--- src/rtl/switch_event_pkg.sv ---
// Shared types and helpers for the switch change-event queue.
package switch_event_pkg;

  localparam int unsigned NUM_SWITCHES = 4;
  localparam int unsigned INDEX_W      = 2;

  typedef struct packed {
    logic [INDEX_W-1:0] index;
    logic               level;
  } switch_event_t;

  // Lowest set bit wins, giving ascending-index event order.
  function automatic logic [INDEX_W-1:0] lowest_set(input logic [NUM_SWITCHES-1:0] v);
    logic [INDEX_W-1:0] idx;
    idx = '0;
    for (int i = NUM_SWITCHES - 1; i >= 0; i--) begin
      if (v[i]) idx = INDEX_W'(i);
    end
    return idx;
  endfunction

endpackage

--- src/rtl/switch_event_fifo.sv ---
// Single-clock FIFO with a registered head entry (no fall-through), push/pop at any fill level.
module switch_event_fifo #(
  parameter int unsigned Depth = 8,
  parameter type         data_t = logic [7:0]
) (
  input  logic                       clk,
  input  logic                       async_rst_n,
  input  logic                       push,
  input  data_t                      push_data,
  input  logic                       pop,
  output data_t                      head,
  output logic                       valid,
  output logic                       full,
  output logic [$clog2(Depth):0]     count
);

  localparam int unsigned AW = $clog2(Depth);
  localparam int unsigned CW = AW + 1;

  data_t          mem [Depth];
  logic [AW-1:0]  rd_ptr_q, wr_ptr_q;
  logic [AW-1:0]  rd_next, wr_next;
  logic [CW-1:0]  count_q, count_next;
  data_t          head_q, head_next;
  logic           valid_q, full_q;
  logic           pop_ok, push_ok;

  // Head is pre-computed from the post-update read pointer so it can be registered.
  always_comb begin
    pop_ok     = pop & valid_q;
    push_ok    = push & (~full_q | pop_ok);
    rd_next    = rd_ptr_q + AW'(pop_ok);
    wr_next    = wr_ptr_q + AW'(push_ok);
    count_next = count_q + CW'(push_ok) - CW'(pop_ok);
    head_next  = (push_ok && (wr_ptr_q == rd_next)) ? push_data : mem[rd_next];
  end

  always_ff @(posedge clk) begin
    if (push_ok) mem[wr_ptr_q] <= push_data;
  end

  always_ff @(posedge clk or negedge async_rst_n) begin
    if (!async_rst_n) begin
      rd_ptr_q <= '0;
      wr_ptr_q <= '0;
      count_q  <= '0;
      head_q   <= '0;
      valid_q  <= 1'b0;
      full_q   <= 1'b0;
    end else if (push_ok || pop_ok) begin
      rd_ptr_q <= rd_next;
      wr_ptr_q <= wr_next;
      count_q  <= count_next;
      head_q   <= head_next;
      valid_q  <= (count_next != '0);
      full_q   <= (count_next == CW'(Depth));
    end
  end

  assign head  = head_q;
  assign valid = valid_q;
  assign full  = full_q;
  assign count = count_q;

endmodule

--- src/rtl/switch_event_queue.sv ---
// Turns debounced switch levels into a FIFO of per-switch change events.
// Optional SWITCH_EVENT_TIMESTAMP_EN attaches a free-running timestamp to each event.
module switch_event_queue
  import switch_event_pkg::*;
#(
  parameter int unsigned Fifo_Depth      = 8,
  parameter int unsigned Timestamp_Width = 16
) (
  input  logic                          clk,
  input  logic                          async_rst_n,
  input  logic                          clk_en,
  input  logic [NUM_SWITCHES-1:0]       state_in,
  output logic                          event_valid,
  input  logic                          event_ready,
  output logic [INDEX_W-1:0]            event_index,
  output logic                          event_level,
  output logic [Timestamp_Width-1:0]    event_timestamp,
  output logic [$clog2(Fifo_Depth):0]   fifo_count,
  output logic                          overflow,
  input  logic                          clear_overflow
);

`ifdef SWITCH_EVENT_TIMESTAMP_EN
  typedef struct packed {
    logic [Timestamp_Width-1:0] ts;
    switch_event_t              ev;
  } entry_t;
`else
  typedef struct packed {
    switch_event_t ev;
  } entry_t;
`endif

  logic                      primed_q;
  logic [NUM_SWITCHES-1:0]   prev_state_q, pending_q, pend_level_q;
  logic                      overflow_q;

  logic [NUM_SWITCHES-1:0]   change, cand, cand_level, pending_next;
  logic [INDEX_W-1:0]        push_idx;
  logic                      push, pop, coalesce, fifo_full;
  entry_t                    push_entry, head;

`ifdef SWITCH_EVENT_TIMESTAMP_EN
  logic [Timestamp_Width-1:0] ts_q;

  always_ff @(posedge clk or negedge async_rst_n) begin
    if (!async_rst_n)  ts_q <= '0;
    else if (clk_en)   ts_q <= ts_q + Timestamp_Width'(1);
  end
`endif

  // Change detect, pending merge and lowest-index selection.
  always_comb begin
    change       = '0;
    cand_level   = '0;
    push_entry   = '0;
    pop          = clk_en & event_valid & event_ready;
    if (primed_q) change = state_in ^ prev_state_q;
    cand = pending_q | change;
    for (int i = 0; i < NUM_SWITCHES; i++) begin
      cand_level[i] = change[i] ? state_in[i] : pend_level_q[i];
    end
    push_idx     = lowest_set(cand);
    push         = clk_en & primed_q & (|cand) & (~fifo_full | pop);
    coalesce     = clk_en & (|(change & pending_q));
    pending_next = push ? (cand & ~(NUM_SWITCHES'(1) << push_idx)) : cand;
    push_entry.ev.index = push_idx;
    push_entry.ev.level = cand_level[push_idx];
`ifdef SWITCH_EVENT_TIMESTAMP_EN
    push_entry.ts = ts_q;
`endif
  end

  always_ff @(posedge clk or negedge async_rst_n) begin
    if (!async_rst_n) begin
      primed_q     <= 1'b0;
      prev_state_q <= '0;
      pending_q    <= '0;
      pend_level_q <= '0;
      overflow_q   <= 1'b0;
    end else if (clk_en) begin
      primed_q     <= 1'b1;
      prev_state_q <= state_in;
      pending_q    <= pending_next;
      pend_level_q <= cand_level;
      if (coalesce)            overflow_q <= 1'b1;
      else if (clear_overflow) overflow_q <= 1'b0;
    end
  end

  switch_event_fifo #(
    .Depth  (Fifo_Depth),
    .data_t (entry_t)
  ) u_fifo (
    .clk         (clk),
    .async_rst_n (async_rst_n),
    .push        (push),
    .push_data   (push_entry),
    .pop         (pop),
    .head        (head),
    .valid       (event_valid),
    .full        (fifo_full),
    .count       (fifo_count)
  );

  assign event_index = head.ev.index;
  assign event_level = head.ev.level;
  assign overflow    = overflow_q;

`ifdef SWITCH_EVENT_TIMESTAMP_EN
  assign event_timestamp = head.ts;
`else
  assign event_timestamp = '0;
`endif

endmodule

--- config.mk ---
export PLATFORM = sky130hd
export DESIGN_NAME = switch_event_queue
export DESIGN_NICKNAME = d
export VERILOG_FILES = /design/src/rtl/switch_event_pkg.sv /design/src/rtl/switch_event_fifo.sv /design/src/rtl/switch_event_queue.sv
export SDC_FILE = /design/constraint.sdc
export NUM_CORES = 1
export LEC_CHECK = 0
export CAP_MARGIN = 20
export CORE_ASPECT_RATIO = 0.9
export CORE_MARGIN = 3
export CORE_UTILIZATION = 50
export DETAILED_ROUTE_END_ITERATION = 12
export GPL_TIMING_DRIVEN = 1
export PLACE_DENSITY = 0.73
export SLEW_MARGIN = 20
export SYNTH_ARGS = -nofsm -noshare
export SYNTH_HDL_FRONTEND = slang
export SYNTH_SLANG_ARGS = --single-unit
--- constraint.sdc ---
create_clock -name clk -period 2.9 [get_ports clk]
set_input_delay 0.29 -clock clk [delete_from_list [all_inputs] [get_ports clk]]
set_output_delay 0.29 -clock clk [all_outputs]
set_load 0.005 [all_outputs]
* Word level (Yosys, flattened, before mapping) *
Memory sizes are Yosys's and may differ from the RTL's. A register that Yosys moved wholly into a read port is not among the register bits.
Index checks and enable logic that the tools add are counted.

storage, ports and cells
  input port bits = 9
  output and inout bits = 25
  memory bits (writable) = 24
  memories kept = 1
  register bits = 26

memories
  memory      words  width  read ports  clocked after Yosys merged registers in  write ports  RTL line                 RTL
  u_fifo.mem  8      3      1           1                                        1            switch_event_fifo.sv:20  data_t mem [Depth];

cells by class
  muxes and demuxes = 16
  $add $sub $neg = 4
  order comparisons = 1
  reduce and logical (&&, ||, !) cells = 7
  shift operators = 1
  bitwise gates (word level) = 16
  equality and inequality tests = 1

operator list
  operator                                                     count
  2-to-1 mux 1 bit                                             9
  bitwise AND 1 bit                                            8
  bitwise AND 4 bit                                            2
  2-to-1 mux 2 bit                                             4
  2-to-1 mux 4 bit                                             2
  OR reduction 4 bit                                           2
  adder 3 x 1 -> 3 bit                                         2
  adder 4 x 1 -> 4 bit                                         1
  equality test 4 bit (second input constant)                  1
  inverter 4 bit                                               1
  OR 4 bit                                                     1
  nonzero test 4 bit                                           1
  left shift 1 x 2 -> 4 bit (first input constant)             1
  subtractor 4 x 1 -> 4 bit                                    1
  XOR 4 bit                                                    1
  less-than comparator 2 x 3 -> 1 bit (second input constant)  1
  binary-select mux 1 bit (select 2 bit)                       1
  OR 1 bit                                                     2
  AND reduction 2 bit                                          1
  nonzero test 2 bit                                           1
  logical NOT 1 bit                                            1
  logical OR 1 bit                                             1
  inverter 1 bit                                               1

* Depth between registers and ports, before layout *
  depth in word-level cells = 11
  mapped depth = 12
  gate-level depth less buffers = 11

* By module *
A second synthesis with hierarchy kept.

unflattened totals
  cells, all modules = 237
  area, all modules = 2864.0 um2

by module, submodules not included
  module              seq. area each (um2)  area an instance (um2)  instances  cells each
  switch_event_fifo   1096.1                1888.1                  1          135
  switch_event_queue  350.3                 975.9                   1          102

* Least setup slack after synthesis *
Ideal clock, no wire load.

  kind = input to register
  start point = input clk_en
  end point = register u_fifo.valid_q (netlist: u_fifo.valid)
  cell stages on the path = 12
  required time = 2778 ps
  setup slack = 239 ps
  arrival = 2538 ps
  path through = clkbuf_1 -> and3_1 -> clkbuf_1 -> ha_1 -> inv_1 -> ha_1 -> inv_1 -> fa_1 -> xor2_1 -> and3b_1 -> nor3b_1 -> nor2_2

on the way
  word-level cells in the longest chain between the ends = 8
  elaborated cells between the ends (all ways) = 13
  classes of those cells = 2 x add/sub; 9 x bitwise; 2 x reduce/logical

ends and longest elaborated chain
  item                                                  RTL line                                           RTL
  start: declaration                                    switch_event_queue.sv:11                           input logic clk_en,
  bitwise AND 1 bit (2 in series)                       switch_event_queue.sv:57                           pop = clk_en & event_valid & event_ready;
  OR 1 bit / bitwise AND 1 bit (equally long branches)  switch_event_queue.sv:64, switch_event_fifo.sv:30
  bitwise AND 1 bit / OR 1 bit (equally long branches)  switch_event_queue.sv:64, switch_event_fifo.sv:31
  bitwise AND 1 bit                                     switch_event_fifo.sv:31                            push_ok = push & (~full_q | pop_ok);
  adder 4 x 1 -> 4 bit                                  switch_event_fifo.sv:34                            count_next = count_q + CW'(push_ok) - CW'(pop_ok);
  subtractor 4 x 1 -> 4 bit                             switch_event_fifo.sv:34
  nonzero test 4 bit                                    switch_event_fifo.sv:55                            valid_q <= (count_next != '0);
  end signal: assignment                                switch_event_fifo.sv:55
  end: declaration                                      switch_event_fifo.sv:25                            logic valid_q, full_q;

Parallel ways exist; a longest one is shown, timed or not.
A chain may end at the register's enable or synchronous reset.

* Worst setup path after layout *
  start point = register prev_state_q[0]
  end point = register u_fifo.valid_q (netlist: u_fifo.valid)

on the way
  word-level cells in the longest chain between the ends = 10
  elaborated cells between the ends (all ways) = 11
  classes of those cells = 2 x add/sub; 1 x mux; 5 x bitwise; 3 x reduce/logical

ends and longest elaborated chain
  item                                 RTL line                  RTL
  start: declaration                   switch_event_queue.sv:35  logic [NUM_SWITCHES-1:0] prev_state_q, pending_q, pend_level_q;
  start signal: assignment             switch_event_queue.sv:83  prev_state_q <= state_in;
  XOR 4 bit (*)                        switch_event_queue.sv:58  if (primed_q) change = state_in ^ prev_state_q;
  2-to-1 mux 4 bit (*)                 switch_event_queue.sv:58
  OR 4 bit (*)                         switch_event_queue.sv:59  cand = pending_q | change;
  OR reduction 4 bit (*)               switch_event_queue.sv:64  push = clk_en & primed_q & (|cand) & (~fifo_full | pop);
  bitwise AND 1 bit (*) (2 in series)  switch_event_queue.sv:64
  bitwise AND 1 bit (*)                switch_event_fifo.sv:31
  adder 4 x 1 -> 4 bit                 switch_event_fifo.sv:34
  subtractor 4 x 1 -> 4 bit            switch_event_fifo.sv:34
  nonzero test 4 bit                   switch_event_fifo.sv:55

Mark *: on every way between the ends. The rest lies on a longest branch, timed or not.

==> results.sh <==
export IMPL_wl_per_cell_um=15.12
export IMPL_wl_met2_mm=2.388
export IMPL_maxCapViolCount=0
export IMPL_max_freq_mhz=393.0
export IMPL_crit_fanout=4
export IMPL_reg2reg_to="u_fifo.valid"
export IMPL_avgSynthCellArea_um2=12.00
export IMPL_endpoint="u_fifo.valid"
export IMPL_yosys_warnings=0
export IMPL_power_mw=1.362
export IMPL_grt_overflow_total=0
export IMPL_cts_sinks=53
export IMPL_cts_repair_resized=0
export IMPL_end_kind="flop"
export IMPL_hpwlAfterDp_mm=3.613
export IMPL_gp_routability_congestion=0.8767
export IMPL_power_leakage_nw=1.257
export IMPL_die_area_mm2=0.006446
export IMPL_hold_violations=0
export IMPL_ys_ff_latch=53
export IMPL_first_global_vias=1714
export IMPL_crit_chain="xor2_1, a21o_1, o41ai_2, inv_2, ha_1, inv_1, fa_1, xor2_1, and3b_1, nor3b_1, nor2_2"
export IMPL_antenna_found_initial=0
export IMPL_synthArstFlopShare=0.5472
export IMPL_grt_max_degree=30
export IMPL_grt_pass1_wl_mm=8.383
export IMPL_slowest_stage="o41ai_2"
export IMPL_multi_input_area_mm2=0.001167
export IMPL_max_stage_delay_ns=0.46
export IMPL_rsz0062_at_grt="no"
export IMPL_crit_buf_inv=2
export IMPL_routed_wl_mm=4.989
export IMPL_ant_nets=0
export IMPL_ctsHtreeMaxLevel=2
export IMPL_cts_made_buffers=5
export IMPL_io_buffers=17
export IMPL_slew_headroom=0.6246
export IMPL_reg2reg_depth=11
export IMPL_holdBufCountCts=0
export IMPL_power_density_mw_per_mm2=434.7
export IMPL_io_pins=34
export IMPL_critPathArrivalTime_ns=2.76
export IMPL_cts_root_buffer="clkbuf_8"
export IMPL_detail_route_drc_violations=0
export IMPL_drt_first_pass_iters=4
export IMPL_r2r_start="prev_state_q[0]"
export IMPL_syn_inst=230
export IMPL_synth_edf_count=24
export IMPL_syn_area_mm2=0.002759
export IMPL_worstSetupPathType="reg -> reg"
export IMPL_drive_gt1_frac=0.1977
export IMPL_vias=1773
export IMPL_synthToLayoutAreaGrowth_pct=13.61
export IMPL_clk_pin_slew_ns=0.10
export IMPL_fp_dieW_um=84.30
export IMPL_crit_start="prev_state_q[0]"
export IMPL_start_kind="flop"
export IMPL_ys_types=46
export IMPL_drv_slew=0
export IMPL_antenna_cells=0
export IMPL_period_needed_ns=2.545
export IMPL_cp_top_family="compound AO/OA/AOI/OAI gates"
export IMPL_status="finished clean"
export IMPL_final_nets=280
export IMPL_hp_class="in -> async"
export IMPL_top_layer_used="met4"
export IMPL_wl_met3_um=254
export IMPL_cts_tree="yes"
export IMPL_tns_ns=0
export IMPL_initial_utilization=0.5219
export IMPL_synth_top_flop_cell="dfrtp_1"
export IMPL_crit_required_ns=3.11
export IMPL_clk_latency_ns=0.31
export IMPL_core_mm2=0.005286
export IMPL_worst_pin_slew_ns=0.5588
export IMPL_cpMostUsedCell="xor2_1"
export IMPL_grt_util_all_layers=0.1612
export IMPL_routedLengthMet1_mm=2.288
export IMPL_skew_ns=0.01555
export IMPL_ff_latch_area_mm2=0.001446
export IMPL_rows=25
export IMPL_die_h_um=76.47
export IMPL_cts_setup_buffers=0
export IMPL_max_clock_path_buffers=2
export IMPL_setup_viol=0
export IMPL_drtIter0Drc=141
export IMPL_via_per_inst=5.373
export IMPL_seq_area_frac_synth=0.5243
export IMPL_fin_crit_sh=0.8775
export IMPL_worst_ir_drop_vdd_mv=0.3159
export IMPL_crit_cells=11
export IMPL_reg2reg_setup_slack_ns=0.36
export IMPL_fill_cells=437
-- cell usage after synthesis (4+ instances only) --
cell type	n	area [um^2]
clkbuf_1	5	18.77
nand2_1	13	48.80
mux4_2	6	135.1
ha_1	8	100.1
nor2_1	10	37.54
xor2_1	6	52.55
dfrtp_1	29	725.7
a21o_1	5	37.54
o21ai_0	17	85.08
mux2_2	14	157.7
edfxtp_1	24	720.7
mux2i_1	4	40.04
buf_4	16	120.1
a21oi_1	19	95.09
nand2b_1	4	25.02
inv_1	9	33.78
xnor2_1	7	61.31
-- registers in the layout (all words and copies together) (netlist names) --
signal	count
u_fifo.full	1
prev_state_q	4
primed_q	1
u_fifo.wr_ptr_q	3
u_fifo.rd_ptr_q	3
u_fifo.count	4
u_fifo.head	3
overflow	1
pending_q	4
u_fifo.valid	1
u_fifo.mem	24
pend_level_q	4
-- layer usage --
| metal | up-vias | global-route usage |
|---|---|---|
| li1 | 863 | - |
| met1 | 854 | 0.2252 |
| met2 | 51 | 0.2595 |
| met3 | 5 | 0.02919 |
| met4 | 0 | 0.04341 |
| met5 | - | 0 |
-- power breakdown --
| part | switching [mW] | leakage (nW) | internal (mW) |
|---|---|---|---|
| combinational | 0.0586 | 0.644 | 0.0525 |
| clock | 0.259 | 0.0447 | 0.175 |
| sequential | 0.0158 | 0.569 | 0.802 |
| total | 0.333 | 1.26 | 1.03 |
-- worst min path at each step --
stage / from / to / slack (ns) / cells after the start
2_1_floorplan: async_rst_n / overflow / -0.006 / 0
3_3_place_gp: overflow / overflow / 0.46 / 2
3_5_place_dp: overflow / overflow / 0.47 / 2
4_1_cts: async_rst_n / pending_q[3] / 0.36 / 2
5_1_grt: async_rst_n / u_fifo.valid / 0.39 / 2
6_report: async_rst_n / pending_q[3] / 0.35 / 2
-- cells by family (layout without fill, tap and decap cells) --
logic type                 Yosys count  count (layout)  synth area share
AOI/OAI and AO/OA                   57              57            0.1256
DFF                                 53              53            0.5243
and+or+nand+nor                     38              38           0.07030
buffers and inverters               35              53           0.07301
muxes                               24              24            0.1206
xor gates and xnor gates            13              13           0.04127
adders and majority gates            9               9           0.04354
other                                1              16          0.001359
-- cell usage in the layout (no fill, tap or decap), types with 8 or more instances in the layout --
| master | Yosys | layout |
|---|---|---|
| buf_4 | 16 | 18 |
| nor2_1 | 10 | 10 |
| a21oi_1 | 19 | 19 |
| nand2_1 | 13 | 13 |
| dfrtp_1 | 29 | 29 |
| edfxtp_1 | 24 | 24 |
| inv_1 | 9 | 9 |
| conb_1 | 1 | 16 |
| ha_1 | 8 | 8 |
| mux2_2 | 14 | 14 |
| o21ai_0 | 17 | 17 |
| clkdlybuf4s50_1 | 0 | 17 |
-- through the flow --
step                      setup slack, ns  instance area [um^2]  instances    util  hold slack (ns)
after global routing               0.1936                  3134        330  0.5929           0.3876
after floorplan                    0.2393                  2815        245       -        -0.005591
after detailed placement          0.01008                  3040        322  0.5751           0.4685
final                              0.3552                  3134        330  0.5929           0.3548
after global placement            0.05103                  3040        322  0.5751           0.4633
after CTS                          0.3401                  3134        330  0.5929           0.3637
-- layout make-up --
cell class                 instances  share of cell area
clock buffer                       5             0.02196
clock inverter                     3            0.007984
inverter                          10             0.01198
multi-input combinational        157              0.3725
sequential                        53              0.4615
tap                               67             0.02675
timing repair buffer              35             0.09741
No activity file was read; power rests on OpenSTA's default activity.
